===== config.mk =====
export PLATFORM = sky130hd
export DESIGN_NAME = pipeline_hazard_ctrl_flat
export DESIGN_NICKNAME = d
export VERILOG_FILES = /design/src/rtl/pipeline_hazard_ctrl_if.sv /design/src/rtl/pipeline_hazard_ctrl.sv /design/src/flat_wrapper.sv
export SDC_FILE = /design/constraint.sdc
export NUM_CORES = 1
export LEC_CHECK = 0
export ABC_AREA = 0
export BUFFER_PORTS_ARGS = -buffer_cell sky130_fd_sc_hd__buf_2
export CAP_MARGIN = 10
export CORE_MARGIN = 2
export CORE_UTILIZATION = 53
export DETAILED_ROUTE_END_ITERATION = 10
export PLACE_DENSITY_LB_ADDON = 0.2
export SYNTH_ARGS = -nofsm -noshare
export SYNTH_HDL_FRONTEND = slang
export SYNTH_SLANG_ARGS = --single-unit

===== constraint.sdc =====
create_clock -name clk -period 2.9 [get_ports clk]
set_clock_uncertainty 0.2 [all_clocks]
set_input_delay 0.58 -clock clk [delete_from_list [all_inputs] [get_ports clk]]
set_output_delay 0.58 -clock clk [all_outputs]
set_load 0.05 [all_outputs]

===== src/rtl/pipeline_hazard_ctrl_if.sv =====
// Control interface between the hazard controller and the pipeline registers.
interface pipeline_hazard_ctrl_if #(
    parameter int unsigned REG_AW = 5
);
    logic              id_valid;
    logic [REG_AW-1:0] id_rs1;
    logic [REG_AW-1:0] id_rs2;
    logic              id_use_rs1;
    logic              id_use_rs2;
    logic              ex_load;
    logic [REG_AW-1:0] ex_rd;
    logic              branch_taken;
    logic              dmem_busy;
    logic              pc_wen;
    logic              ifid_wen;
    logic              ifid_flush;
    logic              idex_bubble;
    logic              exmem_wen;
    logic              halted;
    logic [15:0]       stall_cnt;
    logic [15:0]       flush_cnt;

    // Pipeline side: supplies hazard status, consumes the controls
    modport master (
        output id_valid, id_rs1, id_rs2, id_use_rs1, id_use_rs2,
               ex_load, ex_rd, branch_taken, dmem_busy,
        input  pc_wen, ifid_wen, ifid_flush, idex_bubble, exmem_wen,
               halted, stall_cnt, flush_cnt
    );

    // Controller side
    modport slave (
        input  id_valid, id_rs1, id_rs2, id_use_rs1, id_use_rs2,
               ex_load, ex_rd, branch_taken, dmem_busy,
        output pc_wen, ifid_wen, ifid_flush, idex_bubble, exmem_wen,
               halted, stall_cnt, flush_cnt
    );
endinterface


===== src/rtl/pipeline_hazard_ctrl.sv =====
// Hazard controller for the 5-stage core: load-use stall, branch flush,
// memory freeze, memory timeout halt and stall/flush performance counters.
module pipeline_hazard_ctrl #(
    parameter int unsigned REG_AW      = 5,
    parameter int unsigned BR_PENALTY  = 1,
    parameter int unsigned MEM_TIMEOUT = 255
) (
    input  logic                   clk,
    input  logic                   rst,
    pipeline_hazard_ctrl_if.slave  bus
);
    typedef enum logic [1:0] {
        RUN   = 2'd0,
        FLUSH = 2'd1,
        HALT  = 2'd2
    } state_t;

    localparam logic [2:0] PEN = 3'(BR_PENALTY);
    localparam logic [8:0] TMO = 9'(MEM_TIMEOUT);

    state_t            state;
    logic [2:0]        fcnt;
    logic [7:0]        wcnt;
    logic              halted;
    logic [15:0]       stall_cnt;
    logic [15:0]       flush_cnt;
    logic [REG_AW-1:0] id_rs1;
    logic [REG_AW-1:0] id_rs2;
    logic [REG_AW-1:0] ex_rd;
    logic              load_use;
    logic              pc_wen;
    logic              ifid_wen;
    logic              ifid_flush;
    logic              idex_bubble;
    logic              exmem_wen;

    assign id_rs1 = bus.id_rs1;
    assign id_rs2 = bus.id_rs2;
    assign ex_rd  = bus.ex_rd;

    // Load in EX writes a register the ID instruction actually reads (x0 never hazards)
    always_comb begin
        load_use = bus.id_valid & bus.ex_load & (ex_rd != '0) &
                   ((bus.id_use_rs1 & (id_rs1 == ex_rd)) |
                    (bus.id_use_rs2 & (id_rs2 == ex_rd)));
    end

    // Prioritised control decode: reset, halt, freeze, flush, load-use stall, run
    always_comb begin
        pc_wen      = 1'b1;
        ifid_wen    = 1'b1;
        ifid_flush  = 1'b0;
        idex_bubble = 1'b0;
        exmem_wen   = 1'b1;
        if (rst) begin
            pc_wen      = 1'b0;
            ifid_wen    = 1'b0;
            exmem_wen   = 1'b0;
            ifid_flush  = 1'b1;
            idex_bubble = 1'b1;
        end else if (state == HALT || bus.dmem_busy) begin
            pc_wen    = 1'b0;
            ifid_wen  = 1'b0;
            exmem_wen = 1'b0;
        end else if (bus.branch_taken || state == FLUSH) begin
            ifid_flush  = 1'b1;
            idex_bubble = 1'b1;
        end else if (load_use) begin
            pc_wen      = 1'b0;
            ifid_wen    = 1'b0;
            idex_bubble = 1'b1;
        end
    end

    // Controller state: flush countdown, busy watchdog, halt latch
    always_ff @(posedge clk) begin
        if (rst) begin
            state  <= RUN;
            fcnt   <= '0;
            wcnt   <= '0;
            halted <= 1'b0;
        end else if (state != HALT) begin
            if (bus.dmem_busy) begin
                // fcnt holds while frozen; a held branch is applied once busy drops
                if (wcnt != '1) begin
                    wcnt <= wcnt + 8'd1;
                end
                if ({1'b0, wcnt} + 9'd1 == TMO) begin
                    state  <= HALT;
                    halted <= 1'b1;
                end
            end else begin
                wcnt <= '0;
                if (bus.branch_taken) begin
                    if (PEN != '0) begin
                        state <= FLUSH;
                        fcnt  <= PEN;
                    end
                end else if (state == FLUSH) begin
                    if (fcnt == 3'd1) begin
                        state <= RUN;
                    end
                    fcnt <= fcnt - 3'd1;
                end
            end
        end
    end

    // Saturating performance counters, updated after each qualifying cycle
    always_ff @(posedge clk) begin
        if (rst) begin
            stall_cnt <= '0;
            flush_cnt <= '0;
        end else begin
            if (!pc_wen && state != HALT && stall_cnt != '1) begin
                stall_cnt <= stall_cnt + 16'd1;
            end
            if (ifid_flush && flush_cnt != '1) begin
                flush_cnt <= flush_cnt + 16'd1;
            end
        end
    end

    assign bus.pc_wen      = pc_wen;
    assign bus.ifid_wen    = ifid_wen;
    assign bus.ifid_flush  = ifid_flush;
    assign bus.idex_bubble = idex_bubble;
    assign bus.exmem_wen   = exmem_wen;
    assign bus.halted      = halted;
    assign bus.stall_cnt   = stall_cnt;
    assign bus.flush_cnt   = flush_cnt;
endmodule


===== src/flat_wrapper.sv =====
// flat-port wrapper written by rule: the top's interface ports become plain ports
module pipeline_hazard_ctrl_flat 
#(
    parameter int unsigned REG_AW      = 5,
    parameter int unsigned BR_PENALTY  = 1,
    parameter int unsigned MEM_TIMEOUT = 255
)
  (clk, rst, bus_id_valid, bus_id_rs1, bus_id_rs2, bus_id_use_rs1, bus_id_use_rs2, bus_ex_load, bus_ex_rd, bus_branch_taken, bus_dmem_busy, bus_pc_wen, bus_ifid_wen, bus_ifid_flush, bus_idex_bubble, bus_exmem_wen, bus_halted, bus_stall_cnt, bus_flush_cnt);
  pipeline_hazard_ctrl_if #(.REG_AW(REG_AW)) bus_i ();
  input  logic clk;
  input  logic rst;
  input wire logic [$bits(bus_i.id_valid)-1:0] bus_id_valid;
  input wire logic [$bits(bus_i.id_rs1)-1:0] bus_id_rs1;
  input wire logic [$bits(bus_i.id_rs2)-1:0] bus_id_rs2;
  input wire logic [$bits(bus_i.id_use_rs1)-1:0] bus_id_use_rs1;
  input wire logic [$bits(bus_i.id_use_rs2)-1:0] bus_id_use_rs2;
  input wire logic [$bits(bus_i.ex_load)-1:0] bus_ex_load;
  input wire logic [$bits(bus_i.ex_rd)-1:0] bus_ex_rd;
  input wire logic [$bits(bus_i.branch_taken)-1:0] bus_branch_taken;
  input wire logic [$bits(bus_i.dmem_busy)-1:0] bus_dmem_busy;
  output wire logic [$bits(bus_i.pc_wen)-1:0] bus_pc_wen;
  output wire logic [$bits(bus_i.ifid_wen)-1:0] bus_ifid_wen;
  output wire logic [$bits(bus_i.ifid_flush)-1:0] bus_ifid_flush;
  output wire logic [$bits(bus_i.idex_bubble)-1:0] bus_idex_bubble;
  output wire logic [$bits(bus_i.exmem_wen)-1:0] bus_exmem_wen;
  output wire logic [$bits(bus_i.halted)-1:0] bus_halted;
  output wire logic [$bits(bus_i.stall_cnt)-1:0] bus_stall_cnt;
  output wire logic [$bits(bus_i.flush_cnt)-1:0] bus_flush_cnt;
  assign bus_i.id_valid = bus_id_valid;
  assign bus_i.id_rs1 = bus_id_rs1;
  assign bus_i.id_rs2 = bus_id_rs2;
  assign bus_i.id_use_rs1 = bus_id_use_rs1;
  assign bus_i.id_use_rs2 = bus_id_use_rs2;
  assign bus_i.ex_load = bus_ex_load;
  assign bus_i.ex_rd = bus_ex_rd;
  assign bus_i.branch_taken = bus_branch_taken;
  assign bus_i.dmem_busy = bus_dmem_busy;
  assign bus_pc_wen = bus_i.pc_wen;
  assign bus_ifid_wen = bus_i.ifid_wen;
  assign bus_ifid_flush = bus_i.ifid_flush;
  assign bus_idex_bubble = bus_i.idex_bubble;
  assign bus_exmem_wen = bus_i.exmem_wen;
  assign bus_halted = bus_i.halted;
  assign bus_stall_cnt = bus_i.stall_cnt;
  assign bus_flush_cnt = bus_i.flush_cnt;
  pipeline_hazard_ctrl #(.REG_AW(REG_AW), .BR_PENALTY(BR_PENALTY), .MEM_TIMEOUT(MEM_TIMEOUT)) u_core (.clk(clk), .rst(rst), .bus(bus_i));
endmodule

# ---- Word level (Yosys, flattened, before mapping)
# Cells that the tools add are included.
dict set report totals {
  reg_bits 46
  input_bits 23
}
dict set report op_classes {
  n_addsub 5
  eq_ne 12
  muxes 22
  bitwise_logic 7
  reduce_logical 14
}
# cell n
set op_table {}
lappend op_table {{$add A16 B1 Y16 const B} 2}
lappend op_table {{$ne A16 B16 Y1 const B} 2}
lappend op_table {{$mux W8} 2}
lappend op_table {{$mux W1} 13}
lappend op_table {{$eq A5 B5 Y1} 2}
lappend op_table {{$mux W2} 5}
lappend op_table {{$add A8 B1 Y9 const B} 1}
lappend op_table {{$eq A9 B8 Y1 const B} 1}
lappend op_table {{$add A8 B1 Y8 const B} 1}
lappend op_table {{$ne A8 B8 Y1 const B} 1}
lappend op_table {{$mux W3} 2}
lappend op_table {{$reduce_and A3 Y1} 2}
lappend op_table {{$reduce_bool A3 Y1} 2}
lappend op_table {{$and A1 B1 Y1} 5}
lappend op_table {{$reduce_bool A5 Y1} 1}
lappend op_table {{$ne A2 B1 Y1 const B} 2}
lappend op_table {{$reduce_and A4 Y1} 1}
lappend op_table {{$eq A3 B1 Y1 const B} 1}
lappend op_table {{$logic_and A1 B1 Y1} 3}
lappend op_table {{$sub A3 B1 Y3 const B} 1}
lappend op_table {{$eq A2 B1 Y1 const B} 1}
lappend op_table {{$eq A2 B2 Y1 const B} 1}
lappend op_table {{$logic_or A1 B1 Y1} 2}
lappend op_table {{$ne A2 B2 Y1 const B} 1}
lappend op_table {{5 further kinds} 5}

# ---- Longest topological paths before layout
# Gate-level depths: netlist of run 1.
dict set report logic_depth {
  depth_word 11
  ltp_mapped 9
}

# ---- Worst setup path before layout of run 1
# Ideal clock, no wire load.
dict set report synth_path {
  kind {in2out}
  from {in bus_dmem_busy}
  to {out bus_pc_wen}
  t_arrival_ps 2635
  t_required_ps 2120
  path_slack_ps -515
  path_stages 3
  path_buffers 1
  path_cell_list {nor3_1 > o21a_1 > buf_4}
}
dict set report synth_via {
  elab_chain_len 3
}
# item line_no
set synth_lines {}
lappend synth_lines {{start, declared} flat_wrapper.sv:20} ;# input wire logic [$bits(bus_i.dmem_busy)-1:0] bus_dmem_busy;
lappend synth_lines {{$logic_or A1 B1 Y1} pipeline_hazard_ctrl.sv:61} ;# end else if (state == HALT || bus.dmem_busy) begin
lappend synth_lines {{$mux W1 (2 in a row)} --}
lappend synth_lines {{end, declared} flat_wrapper.sv:21} ;# output wire logic [$bits(bus_i.pc_wen)-1:0] bus_pc_wen;
# Every way passes these cells.

# ---- Worst setup path in the final report of run 1
dict set report layout_path {
  from {in bus_ex_rd[1]}
  to {out bus_ifid_wen}
}
dict set report layout_via {
  elab_chain_len 8
  word_cells_on_any_way 12
  cone_classes {eq/ne: 2; mux: 4; bitwise: 5; reduce/logical: 1}
}
# item line_no
set layout_lines {}
lappend layout_lines {{start, declared} flat_wrapper.sv:18} ;# input wire logic [$bits(bus_i.ex_rd)-1:0] bus_ex_rd;
lappend layout_lines {{$eq A5 B5 Y1, on equally long branches} {pipeline_hazard_ctrl.sv:44, pipeline_hazard_ctrl.sv:45}}
lappend layout_lines {{$and A1 B1 Y1, on equally long branches} {pipeline_hazard_ctrl.sv:44, pipeline_hazard_ctrl.sv:45}}
lappend layout_lines {{$or A1 B1 Y1} pipeline_hazard_ctrl.sv:44} ;# ((bus.id_use_rs1 & (id_rs1 == ex_rd)) |
lappend layout_lines {{$and A1 B1 Y1 (*)} pipeline_hazard_ctrl.sv:43} ;# load_use = bus.id_valid & bus.ex_load & (ex_rd != '0) &
lappend layout_lines {{$mux W1 (*)} pipeline_hazard_ctrl.sv:68} ;# end else if (load_use) begin
lappend layout_lines {{$mux W1 (*)} pipeline_hazard_ctrl.sv:65} ;# end else if (bus.branch_taken || state == FLUSH) begin
lappend layout_lines {{$mux W1 (*)} pipeline_hazard_ctrl.sv:61}
lappend layout_lines {{$mux W1 (*)} pipeline_hazard_ctrl.sv:55} ;# if (rst) begin
lappend layout_lines {{end, declared} flat_wrapper.sv:22} ;# output wire logic [$bits(bus_i.ifid_wen)-1:0] bus_ifid_wen;
# Every way passes the cells marked *; elsewhere a longest branch is shown, timed or not.

==> flow_summary.yaml, run 1 <==
outcome:
  status: "complete, no violations"
sta:
  maxSlewViolCount: 0
  worst_slack_ps: 284
  finalSetupViolations: 0
  period_needed_ps: 2620
  max_freq_ghz: 0.382
  hold_viol_final: 0
  rsz0062_at_grt: "false"
  period_share_pct: 90.2
  relSlewSlack_pct: 39.5
  tightestPinTransition_ps: 905
  hold_slack_ps: 251
yosys:
  yosysUniqueCellTypes: 52
  ys_async_sr_fraction_pct: 0
  synth_flop_cell: "dfxtp_1"
  yosysSeqAreaShare_pct: 36.2
  synth_edf_count: 0
  avgSynthCellArea_um2: 8.25
  syn_inst: 308
  synth_fp_nets: 337
  ys_ff_latch: 46
  yosysWarnings: 0
  syn_area_um2: 2540
critical_path:
  crit_fanout: 3
  required_ps: 2120
  start_kind: "input pin"
  cp_top_family: "simple AND/OR/NAND/NOR gates"
  worst-setup-path-type: "in -> out"
  slowest_delay_ps: 360
  cp_num_buf_inv: 2
  reg2reg_depth: 8
  path_cells: "buf_2 -> or3_1 -> o311a_1 -> nand2_1 -> o21a_1 -> buf_2"
  cp_num_cells: 6
  crit_top_cell: "buf_2"
  cp_slowest_cell: "or3_1"
  end_kind: "primary output"
  crit_arrival_ps: 1840
power_and_ir_drop:
  p_switching_uw: 365
  pwr-share-clk_pct: 32.1
  leakage_nw: 1.18
  p_int_uw: 880
  power_frac_seq_pct: 52.9
  powerDensity_nw_per_um2: 416
  power_mw: 1.24
  vdd_drop_max_mv: 0.269
  p_sw_share_pct: 29.3
  combPwrFrac_pct: 15.0
drt:
  drt-initial-drc-count: 102
  routed_wl_um: 5370
  dr.pass1.iters: 4
  drc: 0
  post_drt_wl_per_cell_um: 12.6
  antenna_left: 0
  vias: 2384
  via_per_inst: 5.61
clock_tree:
  clk_latency_ps: 300
  ctsResizeCount: 0
  clkTransAtPathRegs_ps: 90
  clk_path_buf_depth: 2
  post_cts_buffers: 0
  cts_made_buffers: 5
  cts-root-buf: "clkbuf_8"
  clock_sinks: 46
  postCtsHoldBufs: 0
  tritoncts: "yes"
  cts_max_level: 2
placed_design:
  dp_hpwl_um: 3950
  dpl_worst_slack_ps: 237
  port_buffers: 60
  place_congestion: 0.823
grt:
  grt_overflow: 0
  grt_pass1_wl_um: 8760
  grt_max_degree: 24
  grt_pass1_vias: 2083
  antenna_found_initial: 0
  track_usage_pct: 20.1
final_layout:
  diodes: 0
  nets: 399
  syn2layout_area_growth_pct: 17.7
  fill_cells: 415
  drive_gt1_share_pct: 23.2
floorplanning:
  coreArea_um2: 4660
  row_count: 25
  die-area_um2: 5370
  die_h_um: 73.3
  ios: 61
  start_util_pct: 54.6
  fp.dieW_um: 73.3
worst_hold_path:
  hold_depth: 2
  min_path_type: "reg -> reg"
job:
  maxCapViolCount: 0
registers in the layout (all words and copies together), names as in the netlist:
signal and cells:
u_core.bus.halted 1, u_core.state 2, u_core.bus.flush_cnt 16, u_core.fcnt 3, u_core.bus.stall_cnt 16, u_core.wcnt 8
cells in the mapped netlist (all sizes together) (10+ instances only):
master  number  area share (%)
dfxtp       46              36
nand4       12             3.0
inv         10             1.5
or3         15             3.7
nor2        38             5.6
xnor2       20             6.9
o21ai       19             3.7
nand2       19             2.8
a21oi       25             5.7
nand3       18             3.5
nor3        10             2.0
tightest hold or removal path, stage by stage (launching register included):
cell	delay [ps]
dfxtp_1	310
inv_1	50
a21oi_1	50
layout by cell type, fill, tap and decap left out, drive strengths merged, types with 2 or more instances in the layout:
cell type   n
ha          6
nor4        6
o41ai       2
a21oi      25
a211oi      2
o21ai      19
nand2b      4
xor2        6
nor2       38
nand4      12
xnor2      20
mux2i       3
nor3b       5
and3        5
buf        66
clkbuf      5
nor2b       5
clkinv      2
nand3      18
mux2        2
or2         2
nor3       10
or3        15
dfxtp      46
inv        10
or4         2
nand2      19
cell families (layout without fill, tap and decap cells):
logic type	count (synthesis)	count (layout)	share of synthesized area, %
adder cells (fa/ha/maj)	6	6	2.95
multiplexers	5	5	2.07
XOR/XNOR	26	26	8.96
AO/OA/AOI/OAI	57	57	13.9
flip-flops	46	46	36.2
AND/OR/NAND/NOR	147	147	31.7
buffers and inverters	21	84	4.23
per-layer routing:
metal | GRT usage (%) | part of all wire, % | up-vias
met5 | 0 | 0 | -
met4 | 8.02 | 1.8 | 0
met3 | 3.84 | 4.8 | 9
met2 | 33.9 | 46 | 65
met1 | 25.1 | 47 | 1088
li1 | - | - | 1222
power groups by stage:
stage          logic [mW]  clock network [mW]  registers [mW]
2_1_floorplan       0.104                   0           0.703
4_1_cts             0.188               0.411           0.658
3_5_place_dp        0.187                   0           0.673
3_3_place_gp        0.184                   0           0.673
6_report            0.186               0.400           0.658
5_1_grt             0.203               0.436           0.661
per-stage QoR:
stage	util, %	area, µm²	cells	setup TNS, ps
floorplan	-	2550	308	-10.5
global placement	62.3	2900	417	0
detailed placement	62.3	2900	417	0
CTS	64.2	2990	425	0
global route	64.2	2990	425	0
finish	64.2	2990	425	0
cell type report:
| cell class | count | area (µm²) | share of cell area (%) |
|---|---|---|---|
| Clock inverter | 3 | 21.3 | 0.711 |
| Multi-Input combinational cell | 241 | 1520 | 50.8 |
| Clock buffer | 5 | 68.8 | 2.30 |
| Timing Repair Buffer | 66 | 358 | 12.0 |
| Sequential cell | 46 | 921 | 30.8 |
| Inverter | 10 | 37.5 | 1.25 |
| Tap cell | 54 | 67.6 | 2.26 |
path summary, 6_finish.rpt:
kind	start	endpoint	slack (ps)
worst max register to register	u_core.bus.flush_cnt[1]	u_core.bus.flush_cnt[9]	300
worst min-delay path	u_core.bus.halted	u_core.bus.halted	250
worst min register to register	u_core.bus.halted	u_core.bus.halted	250
worst max-delay path	bus_ex_rd[1]	bus_ifid_wen	280
Power figures use the tool's default switching activity.
==> run 2, diff against run 1 <==
--- a/config.mk
+++ b/config.mk
@@ -6,9 +6,10 @@
 export NUM_CORES = 1
 export LEC_CHECK = 0
 export ABC_AREA = 0
+export ABC_CLOCK_PERIOD_IN_PS = 2900
 export BUFFER_PORTS_ARGS = -buffer_cell sky130_fd_sc_hd__buf_2
 export CAP_MARGIN = 10
-export CORE_MARGIN = 2
+export CORE_MARGIN = 1.5
 export CORE_UTILIZATION = 53
 export DETAILED_ROUTE_END_ITERATION = 10
 export PLACE_DENSITY_LB_ADDON = 0.2
==> run 2 against run 1 <==
Effect of this change:
- fmax decreased by 1.2%
- non-clock buffer count unchanged
- count of clock-buffer cells in the layout rose by 1
- die area fell by 2.7%
- critical endpoint unchanged
==> flow_summary.yaml, run 2 (synthesized netlist as in run 1, its figures left out) <==
critical_path:
  worst-setup-path-type: "in -> out"
  required_ps: 2120
  start_kind: "input pin"
  crit_arrival_ps: 1870
  end_kind: "primary output"
  crit_fanout: 3
clock_tree:
  cts-root-buf: "clkbuf_8"
  post_cts_buffers: 0
  cts_made_buffers: 5
  clk_latency_ps: 300
  cts_max_level: 2
  tritoncts: "yes"
  clock_sinks: 46
  clkTransAtPathRegs_ps: 80
  postCtsHoldBufs: 0
  clk_path_buf_depth: 2
  ctsResizeCount: 0
power_and_ir_drop:
  powerDensity_nw_per_um2: 440
  p_switching_uw: 355
  p_int_uw: 965
  vdd_drop_max_mv: 0.341
  p_sw_share_pct: 26.9
  pwr-share-clk_pct: 36.1
  combPwrFrac_pct: 13.8
  power_frac_seq_pct: 50.1
  leakage_nw: 1.18
drt:
  drt-initial-drc-count: 77
  drc: 0
  via_per_inst: 5.60
  dr.pass1.iters: 4
  post_drt_wl_per_cell_um: 12.8
  vias: 2379
  antenna_left: 0
  routed_wl_um: 5460
placed_design:
  port_buffers: 60
  place_congestion: 0.772
  dpl_worst_slack_ps: 256
  dpl.cell_count: 417
  dp_hpwl_um: 3880
grt:
  grt_max_degree: 51
  grt_overflow: 0
  track_usage_pct: 21.8
  grt_pass1_wl_um: 9200
  antenna_found_initial: 0
  grt_pass1_vias: 2110
outcome:
  status: "complete, no violations"
sta:
  tightestPinTransition_ps: 524
  finalSetupViolations: 0
  hold_viol_final: 0
  relSlewSlack_pct: 65.1
  period_needed_ps: 2650
  period_share_pct: 91.3
  maxSlewViolCount: 0
  worst_slack_ps: 251
  rsz0062_at_grt: "false"
  max_freq_ghz: 0.378
  hold_slack_ps: 259
job:
  maxCapViolCount: 0
final_layout:
  layout_common_cells: "60 x buf_2, 46 x dfxtp_1, 38 x nor2_1"
  reg_top3: "u_core.bus.flush_cnt x16, u_core.bus.stall_cnt x16, u_core.wcnt x8"
  diodes: 0
  instances_no_fill: 425
  drive_gt1_share_pct: 22.9
  mostFrequentLayoutCell: "buf_2"
  nets: 399
  syn2layout_area_growth_pct: 18.0
floorplanning:
  ios: 61
  row_count: 25
  start_util_pct: 54.6
  fp.dieW_um: 72.3
  die-area_um2: 5220
  coreArea_um2: 4660
  die_h_um: 72.3
worst_hold_path:
  min_path_type: "reg -> reg"
run 2: power by group through the flow:
stage	sequential (mW)	combinational [mW]	clock, mW
after detailed placement	0.676	0.183	0
final	0.661	0.182	0.477
after global routing	0.665	0.201	0.513
after floorplan	0.703	0.104	0
after global placement	0.675	0.179	0
after CTS	0.661	0.183	0.495
run 2: worst paths after layout:
path / startpoint / to / slack (ps) / depth (start not counted)
setup / recovery: bus_ex_rd[1] / bus_ifid_wen / 250 / 6
hold reg to reg: u_core.bus.halted / u_core.bus.halted / 260 / 2
hold / removal: u_core.bus.halted / u_core.bus.halted / 260 / 2
setup reg to reg: u_core.bus.stall_cnt[0] / u_core.bus.stall_cnt[12] / 520 / 7
run 2: cell type report:
cell class | count | area (µm²)
fillers | 441 | 1660
multi-input cells | 241 | 1520
inverters | 10 | 37.5
clock inverters | 2 | 37.5
repair buffers | 66 | 345
flip-flops and latches | 46 | 921
well taps | 54 | 67.6
clock buffers | 6 | 72.6
run 2: through the flow:
stage	setup TNS (ps)	instance area (µm²)	utilization, %	power [mW]
after detailed placement	0	2890	62.0	0.858
after global routing	0	3000	64.4	1.38
final	0	3000	64.4	1.32
after global placement	0	2890	62.0	0.855
after CTS	0	3000	64.4	1.34
after floorplan	-10.5	2550	-	0.807
run 2: worst max-delay path: stages:
cell and delay (ps):
buf_2 120, or3_1 360, o311a_1 310, nand2_1 100, o21a_1 130, buf_2 270
run 2: per-layer routing:
metal | GRT usage [%] | share of wire (%) | vias to the layer above
li1 | - | - | 1220
met1 | 27.9 | 47 | 1093
met2 | 36.4 | 47 | 62
met3 | 5.14 | 5.4 | 4
met4 | 7.13 | 0.97 | 0
met5 | 0 | 0 | -
